$ cat config.mk
export PLATFORM = sky130hd
export DESIGN_NAME = jt6295_ctrl
export DESIGN_NICKNAME = d
export VERILOG_FILES = /design/src/rtl/jt6295_pkg.sv /design/src/rtl/jt6295_wrdet.sv /design/src/rtl/jt6295_ctrl.sv
export SDC_FILE = /design/constraint.sdc
export NUM_CORES = 1
export LEC_CHECK = 0
export BUFFER_PORTS_ARGS = -buffer_cell sky130_fd_sc_hd__buf_2
export CAP_MARGIN = 40
export CORE_MARGIN = 2
export CORE_UTILIZATION = 55
export DETAILED_ROUTE_END_ITERATION = 12
export PLACE_DENSITY = 0.89
export SETUP_SLACK_MARGIN = 0.02
export SYNTH_ARGS = -nofsm -noshare
export SYNTH_HDL_FRONTEND = slang
export SYNTH_SLANG_ARGS = --single-unit
export TNS_END_PERCENT = 5
$ cat constraint.sdc
create_clock -name clk -period 5.85 [get_ports clk]
set_input_delay 0.8775 -clock clk [delete_from_list [all_inputs] [get_ports clk]]
set_output_delay 0.8775 -clock clk [all_outputs]
set_load 0.05 [all_outputs]
$ cat src/rtl/jt6295_pkg.sv
// jt6295_pkg: shared state encoding, header layout and command bit positions
package jt6295_pkg;
  typedef enum logic [1:0] {IDLE, ARG, FETCH, ISSUE} state_t;
  localparam int HDR_LEN = 8;
  localparam int HDR_SH = $clog2(HDR_LEN);
  localparam int HDR_BYTES = 6;
  localparam logic [HDR_SH-1:0] HDR_START_HI = 3'd0;
  localparam logic [HDR_SH-1:0] HDR_START_MD = 3'd1;
  localparam logic [HDR_SH-1:0] HDR_START_LO = 3'd2;
  localparam logic [HDR_SH-1:0] HDR_STOP_HI = 3'd3;
  localparam logic [HDR_SH-1:0] HDR_STOP_MD = 3'd4;
  localparam logic [HDR_SH-1:0] HDR_STOP_LO = 3'd5;
  localparam int CMD_PHRASE = 7;
  localparam int STOP_LSB = 3;
  localparam int MASK_LSB = 4;
endpackage

$ cat src/rtl/jt6295_wrdet.sv
// jt6295_wrdet: CPU write strobe rising-edge detector, presents din on the take clk
module jt6295_wrdet (
  input  logic       clk,
  input  logic       rst,
  input  logic       wrn,
  input  logic [7:0] din,
  output logic       we,
  output logic [7:0] wdat
);
  logic wrn_q;
  always_ff @(posedge clk or posedge rst) begin
    if (rst) wrn_q <= 1'b1;
    else wrn_q <= wrn;
  end
  always_comb begin
    we = ~wrn_q & wrn;
    wdat = din;
  end
endmodule

$ cat src/rtl/jt6295_ctrl.sv
// jt6295_ctrl: OKI command decoder, phrase header fetch and slot-aligned channel start/stop
module jt6295_ctrl
  import jt6295_pkg::*;
#(
  parameter int HDR_AW = 18,
  parameter int NCH = 4
) (
  input  logic              clk,
  input  logic              rst,
  input  logic              cen_sr4,
  input  logic              wrn,
  input  logic [7:0]        din,
  input  logic [NCH-1:0]    ch_busy,
  output logic [HDR_AW-1:0] rom_addr,
  output logic              rom_cs,
  input  logic [7:0]        rom_data,
  input  logic              rom_ok,
  output logic [HDR_AW-1:0] start_addr,
  output logic [HDR_AW-1:0] stop_addr,
  output logic [3:0]        att,
  output logic [NCH-1:0]    start,
  output logic [NCH-1:0]    stop,
  output logic              ctrl_busy
);
  logic we;
  logic [7:0] wdat;
  state_t state_q, state_d;
  logic [6:0] phrase_q, phrase_d;
  logic [NCH-1:0] mask_q, mask_d, start_q, start_d, stop_q, stop_d;
  logic [3:0] att_arg_q, att_arg_d, att_q, att_d;
  logic [HDR_SH-1:0] hdr_byte_q, hdr_byte_d;
  logic [8*HDR_BYTES-1:0] hdr_q, hdr_d;
  logic [HDR_AW-1:0] rom_addr_q, rom_addr_d, start_addr_q, start_addr_d, stop_addr_q, stop_addr_d;
  logic rom_cs_q, rom_cs_d, stable_q, stable_d, ctrl_busy_q, ctrl_busy_d;

  jt6295_wrdet u_wrdet (.clk(clk), .rst(rst), .wrn(wrn), .din(din), .we(we), .wdat(wdat));

  always_comb begin
    state_d = state_q;
    phrase_d = phrase_q;
    mask_d = mask_q;
    att_arg_d = att_arg_q;
    hdr_byte_d = hdr_byte_q;
    hdr_d = hdr_q;
    rom_cs_d = rom_cs_q;
    start_addr_d = start_addr_q;
    stop_addr_d = stop_addr_q;
    att_d = att_q;
    start_d = '0;
    // stop commands bypass the FSM everywhere except where the byte is an argument
    stop_d = (we && !wdat[CMD_PHRASE] && state_q != ARG) ? wdat[STOP_LSB+:NCH] : '0;
    unique case (state_q)
      IDLE: if (we && wdat[CMD_PHRASE]) begin
        phrase_d = wdat[6:0];
        state_d = ARG;
      end
      ARG: if (we) begin
        mask_d = wdat[MASK_LSB+:NCH];
        att_arg_d = wdat[3:0];
        hdr_byte_d = HDR_START_HI;
        rom_cs_d = |wdat[MASK_LSB+:NCH];
        state_d = |wdat[MASK_LSB+:NCH] ? FETCH : IDLE;
      end
      FETCH: if (rom_ok && stable_q) begin
        hdr_d = {hdr_q[8*HDR_BYTES-9:0], rom_data};
        hdr_byte_d = hdr_byte_q + 1'b1;
        rom_cs_d = hdr_byte_q != HDR_STOP_LO;
        state_d = hdr_byte_q == HDR_STOP_LO ? ISSUE : FETCH;
      end
      ISSUE: if (cen_sr4) begin
        start_d = mask_q & ~ch_busy & ~stop_d;
        start_addr_d = hdr_q[24+:HDR_AW];
        stop_addr_d = hdr_q[0+:HDR_AW];
        att_d = att_arg_q;
        state_d = IDLE;
      end
      default: state_d = IDLE;
    endcase
    rom_addr_d = state_d == FETCH ? HDR_AW'({phrase_q, hdr_byte_d}) : rom_addr_q;
    // rom_ok seen in the first clk after an address change may belong to the old address
    stable_d = state_q == FETCH && rom_addr_d == rom_addr_q;
    ctrl_busy_d = state_d != IDLE;
  end

  always_ff @(posedge clk or posedge rst) begin
    if (rst) begin
      state_q <= IDLE;
      phrase_q <= '0;
      mask_q <= '0;
      att_arg_q <= '0;
      hdr_byte_q <= '0;
      hdr_q <= '0;
      rom_addr_q <= '0;
      rom_cs_q <= 1'b0;
      stable_q <= 1'b0;
      start_addr_q <= '0;
      stop_addr_q <= '0;
      att_q <= '0;
      start_q <= '0;
      stop_q <= '0;
      ctrl_busy_q <= 1'b0;
    end else begin
      state_q <= state_d;
      phrase_q <= phrase_d;
      mask_q <= mask_d;
      att_arg_q <= att_arg_d;
      hdr_byte_q <= hdr_byte_d;
      hdr_q <= hdr_d;
      rom_addr_q <= rom_addr_d;
      rom_cs_q <= rom_cs_d;
      stable_q <= stable_d;
      start_addr_q <= start_addr_d;
      stop_addr_q <= stop_addr_d;
      att_q <= att_d;
      start_q <= start_d;
      stop_q <= stop_d;
      ctrl_busy_q <= ctrl_busy_d;
    end
  end

  always_comb begin
    rom_addr = rom_addr_q;
    rom_cs = rom_cs_q;
    start_addr = start_addr_q;
    stop_addr = stop_addr_q;
    att = att_q;
    start = start_q;
    stop = stop_q;
    ctrl_busy = ctrl_busy_q;
  end
endmodule

==> results_tabular.tex, run 1 <==
\begin{tabular}{lr}
\hline
Metric & Value \\
\hline
\multicolumn{2}{l}{\textbf{Run status}} \\
Run status & completed \\
\multicolumn{2}{l}{\textbf{Drt}} \\
Average wire per cell in the routed design & $\sim$18 um \\
Router iterations before antenna repair & 4 \\
Count of routing violations after the opening detailed-route iteration & roughly 200 \\
Post-route DRC & 0 \\
Total via count in the routed design & 3297 \\
DR vias/cell & 5.48 \\
DRT antenna net count & 0 \\
Total wirelength of the detailed-routed design & 10900 um \\
\multicolumn{2}{l}{\textbf{Synth}} \\
Syn\_area\_per\_cell & about 15 sq um \\
Total nets after synthesis & approximately 390 \\
Count of flip-flops with a built-in enable after synthesis & 0 \\
Count of cell types in the netlist & 40 \\
Gate count after technology mapping & between 300 and 400 \\
Total of flip-flops plus latches after synthesis & 132 \\
Proportion of synthesized flip-flops having asynchronous set or reset & 1.00 \\
Area of the mapped netlist & roughly 5300 sq um \\
Sequential fraction of the synthesis area & 0.620 \\
Top flip-flop cell by instance count after synthesis & dfrtp\_1 \\
Synth warn & 0 \\
\multicolumn{2}{l}{\textbf{Critical path}} \\
Maximum fanout encountered on the critical timing path & 22 \\
Timing startpoint of the critical path & state\_q[0] \\
Setup crit start kind & register \\
Path type of the worst setup path & reg2reg \\
Startpoint of the worst-slack reg-to-reg timing path & state\_q[0] \\
Critical Path End Type & register \\
Data required time of the worst path & $\sim$6.2 ns \\
Crit path arrival time & between 3 and 4 ns \\
\multicolumn{2}{l}{\textbf{Timing}} \\
RSZ-0062 raised after global routing & no \\
Slew at the pin closest to its max-slew limit & $\sim$0.73 ns \\
Setup slack after layout & between 2 and 3 ns \\
Final hold viol count & 0 \\
Timing-limited maximum frequency & between 300 and 400 MHz \\
Setup-failing EPs final & 0 \\
Slew HR & 0.513 \\
Post-route fraction of the period consumed by the critical path & 0.527 \\
Setup TNS & 0 ns \\
Layout Skew & approximately 0.009 ns \\
Final-layout worst hold slack & 0.307 ns \\
Pins over their slew limit & 0 \\
Post-route minimum period & between 3 and 4 ns \\
\multicolumn{2}{l}{\textbf{Pwr}} \\
Static power due to leakage & between 0.003 and 0.004 uW \\
Largest voltage drop on the vdd net & 296 uV \\
Cell area power density & slightly above 600 nW/um\^{}2 \\
\multicolumn{2}{l}{\textbf{Clock network}} \\
Clock Latency Late Sink & 0.51 ns \\
Clock root buffer & clkbuf\_8 \\
CTS tree & done \\
Post-cts gate resize count & 0 \\
Setup repair bufs after CTS & 0 \\
Number of buffers inserted by hold repair at cts & 0 \\
Clock slew at reported path FFs & about 0.06 ns \\
Total number of clock tree sinks & 132 \\
Clock tree buffer depth & 2 \\
TritonCTS buffer count & 17 \\
H-tree depth & 4 \\
\multicolumn{2}{l}{\textbf{Place}} \\
RD Place Congestion & 0.845 \\
Dpl ws & between 2 and 3 ns \\
Total placed instance area & 5990 sq um \\
Post-DP HPWL & 7260 um \\
Number of buffers inserted by port buffering & 92 \\
\multicolumn{2}{l}{\textbf{Global routing}} \\
Aggregate global-route resource usage & 0.225 \\
Via count of the first global-routing pass & 3450 \\
GRT overflow & 0 \\
First-pass GRT wire length & between 15000 and 20000 um \\
Number of antenna violations at the first check in global routing & 0 \\
Maximum number of pins on one net before global-route repair & slightly above 60 \\
\multicolumn{2}{l}{\textbf{Floorplanning}} \\
Initial cell density of the core & 0.571 \\
Placement row count & 35 \\
Chip height & about 100 um \\
Floorplan core area & between 9000 and 10000 sq um \\
IO Count & 93 \\
Die footprint & around 10000 sq um \\
Horiz. Die Dim & 102 um \\
\multicolumn{2}{l}{\textbf{Final layout}} \\
Most frequent standard cell in the layout excluding fill and tap cells & dfrtp\_1 \\
Final antenna diode count & 0 \\
Post-layout net count & 492 \\
Proportion of layout cells with a drive suffix above 1 & 0.514 \\
Final design area excluding fillers & roughly 6600 sq um \\
Area growth from synthesis to final layout & 23.7\% \\
Commonest non-fill, non-tap cells in the layout & 131 x dfrtp\_1, 108 x mux2\_2, 92 x buf\_2 \\
\multicolumn{2}{l}{\textbf{Job}} \\
Max-capacitance violation count & 0 \\
\multicolumn{2}{l}{\textbf{Worst hold path}} \\
Worst hold-check path type & in2async \\
\hline
\end{tabular}
[critical path, cell delays in order, from the launching register on]
cell      delay (ns)
dfrtp_1         0.41
inv_1           0.12
ha_1            0.39
nand3_2         0.54
nor3_1          0.15
a221o_1         0.38
a211oi_4        0.57
mux2_2          0.40
[layer usage]
metal | track usage | share of wire | vias to the layer above
li1 | - | - | 1503
met1 | 0.310 | 0.44 | 1690
met2 | 0.358 | 0.51 | 89
met3 | 0.0513 | 0.044 | 15
met4 | 0.0718 | 0.014 | 0
met5 | 0 | 0 | -
[final timing paths]
path	to	slack, ns	cells past startpoint
max	rom_addr[0]	2.77	7
min	start_addr[8]	0.31	2
max reg2reg	rom_addr[0]	2.77	7
min reg2reg	att_arg_q[1]	0.50	1
max in group asynchronous	hdr_q[36]	4.22	4
min in group clk	att_arg_q[1]	0.50	1
[stage by stage]
| step | cells | total power, uW | util |
|---|---|---|---|
| 6_report | 602 | 4100 | 0.707 |
| 5_1_grt | 602 | 4310 | 0.707 |
| 3_3_place_gp | 567 | 2950 | 0.634 |
| 3_5_place_dp | 570 | 3040 | 0.642 |
| 2_1_floorplan | 357 | 2650 | - |
| 4_1_cts | 602 | 4130 | 0.707 |
[cell usage after synthesis, types with 3 or more instances]
master    number  area [sq um]
a311oi_1       3          26.3
xor2_1         7          61.3
nor4_1         4          25.0
clkbuf_1      10          37.5
ha_1           7          87.6
o21ai_0        4          20.0
nor2b_1        5          31.3
mux2_2       108          1220
nand3_1        3          15.0
and2_1        15          93.8
nand2_1       12          45.0
inv_1          5          18.8
nor4b_1        4          35.0
dfrtp_1      131          3280
nand3b_1       3          22.5
a221oi_1       4          35.0
[power breakdown]
| group | total, uW | switching [uW] | internal (uW) |
|---|---|---|---|
| registers | 1520 | 257 | 1260 |
| clock network | 1060 | 399 | 664 |
| logic | 1520 | 947 | 576 |
| total | 4100 | 1600 | 2500 |
[flip-flops by register name, summed over array words and instances, names as in the netlist]
| name | flops |
|---|---|
| att | 4 |
| att_arg_q | 4 |
| ctrl_busy | 1 |
| hdr_byte_q | 3 |
| hdr_q | 42 |
| mask_q | 4 |
| phrase_q | 7 |
| rom_addr | 18 |
| rom_cs | 1 |
| stable_q | 1 |
| start | 4 |
| start_addr | 18 |
| state_q | 2 |
| stop | 4 |
| stop_addr | 18 |
| u_wrdet.wrn_q | 1 |
[cells by family after synthesis]
logic type	Yosys count	share of synthesized area
AND/OR/NAND/NOR	59	0.0665
flip-flops	132	0.620
multiplexers	109	0.230
buffers and inverters	17	0.0136
AO/OA/AOI/OAI	26	0.0416
adder cells (fa/ha/maj)	7	0.0164
XOR/XNOR	7	0.0115
[cell type report]
| class | count | area, sq um |
|---|---|---|
| sequential | 132 | 3300 |
| fill | 619 | 2740 |
| multi-input combinational | 208 | 1960 |
| timing repair buffer | 96 | 543 |
| clock buffer | 18 | 428 |
| clock inverter | 14 | 176 |
| tap | 129 | 161 |
| inverter | 5 | 21.3 |
Power figures use the tool's default switching activity.
==> run 2: changes to the inputs <==
--- a/config.mk
+++ b/config.mk
@@ -8,9 +8,9 @@
 export BUFFER_PORTS_ARGS = -buffer_cell sky130_fd_sc_hd__buf_2
 export CAP_MARGIN = 40
 export CORE_MARGIN = 2
-export CORE_UTILIZATION = 55
+export CORE_UTILIZATION = 50
 export DETAILED_ROUTE_END_ITERATION = 12
-export PLACE_DENSITY = 0.89
+export PLACE_DENSITY = 0.85
 export SETUP_SLACK_MARGIN = 0.02
 export SYNTH_ARGS = -nofsm -noshare
 export SYNTH_HDL_FRONTEND = slang
==> constraint.sdc (replaced) <==
create_clock -name clk -period 2.45 [get_ports clk]
set_input_delay 0.3675 -clock clk [delete_from_list [all_inputs] [get_ports clk]]
set_output_delay 0.3675 -clock clk [all_outputs]
set_load 0.05 [all_outputs]
==> results_tabular.tex, run 2 (synthesized netlist as in run 1, its figures left out) <==
\begin{tabular}{lr}
\hline
Metric & Value \\
\hline
\multicolumn{2}{l}{\textbf{Drt}} \\
Post-route DRC & 0 (unchanged) \\
DRT antenna net count & 0 (unchanged) \\
Total wirelength of the detailed-routed design & 11000 um (+0.55\%) \\
Count of routing violations after the opening detailed-route iteration & 165 (-16\%) \\
Average wire per cell in the routed design & 17.6 um (-2.7\%) \\
Router iterations before antenna repair & 4 (unchanged) \\
Total via count in the routed design & 3375 (+2.4\%) \\
DR vias/cell & 5.43 (-0.93\%) \\
\multicolumn{2}{l}{\textbf{Critical path}} \\
Path type of the worst setup path & reg2reg \\
Timing startpoint of the critical path & state\_q[1] \\
Crit path arrival time & 2.75 ns (-0.72 ns) \\
Maximum fanout encountered on the critical timing path & 7 (-68\%) \\
Setup crit start kind & register \\
Startpoint of the worst-slack reg-to-reg timing path & state\_q[1] \\
Data required time of the worst path & 2.85 ns (-3.39 ns) \\
Critical Path End Type & register \\
\multicolumn{2}{l}{\textbf{Place}} \\
Number of buffers inserted by port buffering & 92 (unchanged) \\
Post-DP HPWL & 7510 um (+3.5\%) \\
Dpl ws & 0.0839 ns (-2.72 ns) \\
RD Place Congestion & 0.838 (-0.77\%) \\
Total placed instance area & 6060 sq um (+1.3\%) \\
\multicolumn{2}{l}{\textbf{Worst hold path}} \\
Worst hold-check path type & in2reg \\
Hold Path Origin & ch\_busy[2] \\
\multicolumn{2}{l}{\textbf{Timing}} \\
Layout Skew & 0.00943 ns (+0.000297 ns) \\
Post-route fraction of the period consumed by the critical path & 0.960 (+0.433) \\
RSZ-0062 raised after global routing & no \\
Final hold viol count & 0 (unchanged) \\
Setup TNS & 0 ns (unchanged) \\
Slew HR & 0.626 (+0.112) \\
Slew at the pin closest to its max-slew limit & 0.561 ns (-0.169 ns) \\
Pins over their slew limit & 0 (unchanged) \\
Timing-limited maximum frequency & 425 MHz (+31\%) \\
Post-route minimum period & 2.35 ns (-0.729 ns) \\
Final-layout worst hold slack & 0.0135 ns (-0.294 ns) \\
Setup slack after layout & 0.0984 ns (-2.67 ns) \\
Setup-failing EPs final & 0 (unchanged) \\
\multicolumn{2}{l}{\textbf{Clock network}} \\
Clock root buffer & clkbuf\_8 \\
Clock Latency Late Sink & 0.52 ns (about the same) \\
CTS tree & done \\
Setup repair bufs after CTS & 0 (unchanged) \\
Total number of clock tree sinks & 132 (unchanged) \\
TritonCTS buffer count & 17 (unchanged) \\
Clock slew at reported path FFs & 0.06 ns (about the same) \\
Clock tree buffer depth & 2 (unchanged) \\
H-tree depth & 4 (unchanged) \\
\multicolumn{2}{l}{\textbf{Global routing}} \\
Aggregate global-route resource usage & 0.207 (-0.0173) \\
Number of antenna violations at the first check in global routing & 0 (unchanged) \\
GRT overflow & 0 (unchanged) \\
First-pass GRT wire length & 18200 um (+2.0\%) \\
Maximum number of pins on one net before global-route repair & 45 (-27\%) \\
Via count of the first global-routing pass & 3536 (+2.5\%) \\
\multicolumn{2}{l}{\textbf{Final layout}} \\
Combined flip-flop and latch cell area & 3310 sq um (about the same) \\
Final core area utilization & 0.648 (-0.0589) \\
Commonest non-fill, non-tap cells in the layout & 130 x dfrtp\_1, 108 x mux2\_2, 92 x buf\_2 \\
Most frequent standard cell in the layout excluding fill and tap cells & dfrtp\_1 \\
Final antenna diode count & 0 (unchanged) \\
Area growth from synthesis to final layout & 25.6\% \\
Register ranked first by flip-flop count & hdr\_q \\
Number of flip-flops in the largest register & 42 (unchanged) \\
Post-layout net count & 505 (+2.6\%) \\
Proportion of layout cells with a drive suffix above 1 & 0.519 (+0.00478) \\
Final design area excluding fillers & 6690 sq um (+1.5\%) \\
Multi-input combinational cell area & 1970 sq um (+0.77\%) \\
Number of fill cells in the layout & 741 (+20\%) \\
\multicolumn{2}{l}{\textbf{Pwr}} \\
Clock group share of total power & 0.245 (-0.014) \\
Logic pwr share & 0.387 (+0.016) \\
Reg power frac & 0.368 (-0.002) \\
Cell area power density & 1460 nW/um\^{}2 (+140\%) \\
Power spent charging and discharging nets & 3840 uW (+140\%) \\
Internal power consumption & 5950 uW (+140\%) \\
Proportion of total power due to net switching & 0.392 (+0.00149) \\
Largest voltage drop on the vdd net & 850 uV (+190\%) \\
Static power due to leakage & 0.00343 uW (+1.0\%) \\
\multicolumn{2}{l}{\textbf{Run status}} \\
Run status & completed \\
\multicolumn{2}{l}{\textbf{Floorplanning}} \\
IO Count & 93 (unchanged) \\
Placement row count & 37 (+5.7\%) \\
Floorplan core area & 10300 sq um (+11\%) \\
Initial cell density of the core & 0.516 (-0.0551) \\
Chip height & 107 um (+4.7\%) \\
Die footprint & 11500 sq um (+9.6\%) \\
Horiz. Die Dim & 107 um (+4.7\%) \\
\multicolumn{2}{l}{\textbf{Job}} \\
Max-capacitance violation count & 0 (unchanged) \\
\hline
\end{tabular}
## run 2: timing repair
item,CTS,global route
endpoints found under the setup margin,0,20
endpoints found under the hold margin,35,0
hold buffers,4,0
resized for setup,0,5
## run 2: power by group through the flow
stage                     clock (uW)  combinational, uW  sequential (uW)
after global routing            2530               4020             3720
final                           2400               3790             3600
after detailed placement           0               3730             3630
after global placement             0               3600             3550
after CTS                       2440               3760             3600
after floorplan                    0               1720             4600
## run 2: critical path: stages, from the launching register on
cell and delay [ns]:
dfrtp_2 0.45, ha_1 0.21, nor2b_1 0.16, a221o_1 0.26
a221o_1 0.37, a211oi_4 0.27, buf_6 0.17, mux2_2 0.34
## run 2: worst paths after layout
kind / endpoint / cells past startpoint / slack, ns
worst min-delay path: start[2] / 2 / 0.01
worst max-delay path: rom_addr[7] / 7 / 0.1
max in group asynchronous: rom_addr[4] / 5 / 1.50
min in group asynchronous: ctrl_busy / 3 / 0.27
worst max register to register: rom_addr[7] / 7 / 0.1
worst min register to register: start_addr[13] / 1 / 0.50
## run 2: metal layers
metal | vias to the layer above | wire [um] | GRT usage
met4 | 0 | 125 | 0.0724
met3 | 19 | 517 | 0.0578
li1 | 1528 | - | -
met2 | 94 | 5590 | 0.329
met5 | - | 0 | 0
met1 | 1734 | 4740 | 0.276
## run 2: final cells by class
cell class | instances | share of cell area
Clock buffer | 20 | 0.0651
Clock inverter | 12 | 0.0195
Inverter | 5 | 0.00337
Multi-Input combinational cell | 208 | 0.295
Sequential cell | 132 | 0.494
Tap cell | 136 | 0.0254
Timing Repair Buffer | 109 | 0.0975
## run 2: metrics by stage
stage          instances  power, uW
2_1_floorplan        357       6320
3_3_place_gp         585       7150
3_5_place_dp         586       7360
4_1_cts              622       9810
5_1_grt              622      10300
6_report             622       9790
==> run 3: changes to the inputs <==
--- a/config.mk
+++ b/config.mk
@@ -5,12 +5,13 @@
 export SDC_FILE = /design/constraint.sdc
 export NUM_CORES = 1
 export LEC_CHECK = 0
+export ABC_AREA = 1
 export BUFFER_PORTS_ARGS = -buffer_cell sky130_fd_sc_hd__buf_2
 export CAP_MARGIN = 40
 export CORE_MARGIN = 2
 export CORE_UTILIZATION = 50
 export DETAILED_ROUTE_END_ITERATION = 12
-export PLACE_DENSITY = 0.85
+export PLACE_DENSITY_LB_ADDON = 0.05
 export SETUP_SLACK_MARGIN = 0.02
 export SYNTH_ARGS = -nofsm -noshare
 export SYNTH_HDL_FRONTEND = slang
==> results_tabular.tex, run 3 <==
\begin{tabular}{lr}
\hline
Metric & Value \\
\hline
\multicolumn{2}{l}{\textbf{Clock network}} \\
Setup repair bufs after CTS & 0 (unchanged) \\
Clock root buffer & clkbuf\_8 \\
Clock tree buffer depth & 2 (unchanged) \\
H-tree depth & 4 (unchanged) \\
CTS tree & done \\
Clock slew at reported path FFs & 0.06 ns (about the same) \\
TritonCTS buffer count & 17 (unchanged) \\
Total number of clock tree sinks & 132 (unchanged) \\
Clock Latency Late Sink & 0.52 ns (about the same) \\
\multicolumn{2}{l}{\textbf{Final layout}} \\
Proportion of layout cells with a drive suffix above 1 & 0.218 (-0.300) \\
Area growth from synthesis to final layout & 24.4\% \\
Final antenna diode count & 0 (unchanged) \\
Final core area utilization & 0.643 (-0.00458) \\
Number of fill cells in the layout & 920 (+24\%) \\
Commonest non-fill, non-tap cells in the layout & 161 x nand2\_1, 131 x dfrtp\_1, 92 x buf\_2 \\
Combined flip-flop and latch cell area & 3300 sq um (about the same) \\
Post-layout net count & 715 (+42\%) \\
Multi-input combinational cell area & 1610 sq um (-18\%) \\
Register ranked first by flip-flop count & hdr\_q \\
Most frequent standard cell in the layout excluding fill and tap cells & nand2\_1 \\
Number of flip-flops in the largest register & 42 (unchanged) \\
\multicolumn{2}{l}{\textbf{Critical path}} \\
Path type of the worst setup path & reg2reg \\
Critical Path End Type & register \\
Setup crit start kind & register \\
Crit path arrival time & 2.57 ns (-0.18 ns) \\
FF-to-FF path depth & 14 (+7) \\
Reg-to-Reg End & stable\_q \\
Data required time of the worst path & 2.87 ns (+0.02 ns) \\
Maximum fanout encountered on the critical timing path & 17 (+10) \\
Startpoint of the worst-slack reg-to-reg timing path & state\_q[0] \\
Register-to-register setup slack & 0.30 ns (+0.20 ns) \\
\multicolumn{2}{l}{\textbf{Floorplanning}} \\
Floorplan core area & 10400 sq um (+0.45\%) \\
Horiz. Die Dim & 108 um (+0.31\%) \\
Placement row count & 37 (unchanged) \\
Chip height & 108 um (+0.31\%) \\
Initial cell density of the core & 0.517 (+0.00107) \\
IO Count & 93 (unchanged) \\
Die footprint & 11600 sq um (+0.63\%) \\
\multicolumn{2}{l}{\textbf{Timing}} \\
Slew HR & 0.595 (-0.0311) \\
Pins over their slew limit & 0 (unchanged) \\
Setup-failing EPs final & 0 (unchanged) \\
Slew at the pin closest to its max-slew limit & 0.608 ns (+0.0466 ns) \\
Layout Skew & 0.00820 ns (-0.00124 ns) \\
Post-route fraction of the period consumed by the critical path & 0.879 (-0.0807) \\
RSZ-0062 raised after global routing & no \\
Timing-limited maximum frequency & 464 MHz (+9.2\%) \\
Final hold viol count & 0 (unchanged) \\
Post-route minimum period & 2.15 ns (-0.198 ns) \\
Setup TNS & 0 ns (unchanged) \\
\multicolumn{2}{l}{\textbf{Pwr}} \\
Tot Pwr & 9740 uW (-0.49\%) \\
Reg power frac & 0.345 (-0.023) \\
Cell area power density & 1460 nW/um\^{}2 (-0.23\%) \\
Largest voltage drop on the vdd net & 833 uV (-2.1\%) \\
Proportion of total power due to net switching & 0.415 (+0.0228) \\
Internal power consumption & 5700 uW (-4.2\%) \\
Static power due to leakage & 0.00356 uW (+3.6\%) \\
Logic pwr share & 0.371 (-0.016) \\
Power spent charging and discharging nets & 4040 uW (+5.3\%) \\
Clock group share of total power & 0.284 (+0.039) \\
\multicolumn{2}{l}{\textbf{Synth}} \\
Synth area leaders & dfrtp\_1 61\%, nand2\_1 11\%, o21ai\_0 8.4\%, inv\_1 5.9\%, nor2\_1 1.8\% \\
Yosys top cell by area & dfrtp\_1 \\
Count of cell types in the netlist & 29 (-28\%) \\
Syn\_area\_per\_cell & 9.17 sq um (-39\%) \\
Count of flip-flops with a built-in enable after synthesis & 0 (unchanged) \\
Gate count after technology mapping & 585 (+64\%) \\
Post-synth top area share & 0.611 (-0.00402) \\
Synth cell count leaders & 162 x nand2\_1, 131 x dfrtp\_1, 90 x o21ai\_0 \\
Sequential fraction of the synthesis area & 0.616 (-0.00405) \\
Total nets after synthesis & 617 (+59\%) \\
Area of the mapped netlist & 5360 sq um (+0.66\%) \\
Top flip-flop cell by instance count after synthesis & dfrtp\_1 \\
Synth warn & 0 (unchanged) \\
Most used standard cell by instance count after synthesis & nand2\_1 \\
Proportion of synthesized flip-flops having asynchronous set or reset & 1.00 (unchanged) \\
Total of flip-flops plus latches after synthesis & 132 (unchanged) \\
\multicolumn{2}{l}{\textbf{Drt}} \\
DRT antenna net count & 0 (unchanged) \\
Total via count in the routed design & 4071 (+21\%) \\
Router iterations before antenna repair & 4 (unchanged) \\
DR vias/cell & 4.89 (-9.8\%) \\
Post-route DRC & 0 (unchanged) \\
Average wire per cell in the routed design & 13.5 um (-24\%) \\
Total wirelength of the detailed-routed design & 11200 um (+2.1\%) \\
Count of routing violations after the opening detailed-route iteration & 226 (+37\%) \\
\multicolumn{2}{l}{\textbf{Global routing}} \\
Global-route track usage on met3 & 0.0672 (+0.00944) \\
Aggregate global-route resource usage & 0.214 (+0.00635) \\
Most congested layer reported by global routing & met2 \\
Maximum number of pins on one net before global-route repair & 69 (+53\%) \\
GRT overflow & 0 (unchanged) \\
First-pass GRT wire length & 19000 um (+4.3\%) \\
GRT met1 Usage & 0.287 (+0.0113) \\
Number of antenna violations at the first check in global routing & 0 (unchanged) \\
Met2 usage in global routing & 0.334 (+0.00512) \\
Via count of the first global-routing pass & 3866 (+9.3\%) \\
\multicolumn{2}{l}{\textbf{Worst hold path}} \\
Endpoint with the worst hold slack & hdr\_q[4] \\
Worst hold-check path type & in2reg \\
Hold path depth & 3 (+1) \\
Hold Path Origin & rom\_data[4] \\
\multicolumn{2}{l}{\textbf{Place}} \\
Number of buffers inserted by port buffering & 92 (unchanged) \\
Post-DP HPWL & 7630 um (+1.5\%) \\
RD Place Congestion & 0.839 (+0.12\%) \\
\multicolumn{2}{l}{\textbf{Job}} \\
Max-capacitance violation count & 0 (unchanged) \\
\multicolumn{2}{l}{\textbf{Run status}} \\
Run status & completed \\
\hline
\end{tabular}
-- run 3: cell count changes in the layout (fill, tap and decap cells not counted), sizes merged, moves of 5 or more --
cell	before	now
nor2b	5	0
nor2	2	30
mux2	108	0
xor2	7	0
nand4	1	11
nand2	12	166
o21ai	4	93
inv	6	90
and2	15	0
nand3	3	13
-- run 3: stage by stage --
stage	instances	hold WS [ns]	instance area, sq um	setup slack (ns)
6_report	832	0.0520	6670	0.296
5_1_grt	832	0.0513	6670	0.0756
4_1_cts	832	0.0311	6670	0.168
3_5_place_dp	798	0.449	5990	0.192
3_3_place_gp	798	0.443	5990	0.302
2_1_floorplan	585	0.372	5370	0.446
-- run 3: cell families (layout without fill, tap and decap cells) --
logic type	Yosys count	in the layout	share of synthesized area
AOI/OAI and AO/OA	109	109	0.108
adders and majority gates	7	7	0.0163
buffers and inverters	114	225	0.0845
muxes	1	1	0.00187
and+or+nand+nor	222	222	0.173
DFF	132	132	0.616
-- run 3: worst max-delay path, stage by stage (launching register included) --
cell	delay [ns]
dfrtp_1	0.41
inv_1	0.10
ha_2	0.26
nand2_1	0.12
nand3_1	0.10
nand2_1	0.12
nand2_2	0.09
inv_2	0.18
nand2_4	0.16
inv_4	0.18
nand3_1	0.09
nand2_1	0.08
nor2_1	0.04
nand2_1	0.06
nor2_2	0.03
-- run 3: worst max-delay path by stage --
stage / endpoint / from / slack, ns
floorplan: att[0] / rst / 0.45
global placement: stable_q / state_q[0] / 0.30
detailed placement: stable_q / state_q[0] / 0.19
CTS: stable_q / state_q[0] / 0.17
global route: stable_q / state_q[0] / 0.08
finish: stable_q / state_q[0] / 0.30
-- run 3: area by class of cell --
| class | instances | area share |
|---|---|---|
| clock buffers | 21 | 0.0688 |
| clock inverters | 11 | 0.0296 |
| inverters | 90 | 0.0516 |
| multi-input cells | 339 | 0.241 |
| flip-flops and latches | 132 | 0.495 |
| well taps | 136 | 0.0255 |
| repair buffers | 103 | 0.0878 |
-- run 3: repair_timing --
item / in CTS / in global routing
setup endpoints to repair: 0 / 1
gates resized for setup: 0 / 3
hold endpoints to repair: 18 / 0
hold buffers: 2 / 0
-- run 3: per-layer routing --
layer,wire (um),part of all wire
met2,5380,0.48
met5,0,0
met1,4960,0.44
met4,125,0.011
met3,739,0.066
-- run 3: power groups by stage --
stage / sequential, uW / clock (uW) / combinational [uW]
2_1_floorplan: 4510 / 0 / 1670
3_3_place_gp: 3380 / 0 / 3550
3_5_place_dp: 3390 / 0 / 3610
4_1_cts: 3370 / 2820 / 3630
5_1_grt: 3460 / 2930 / 4010
6_report: 3360 / 2770 / 3620
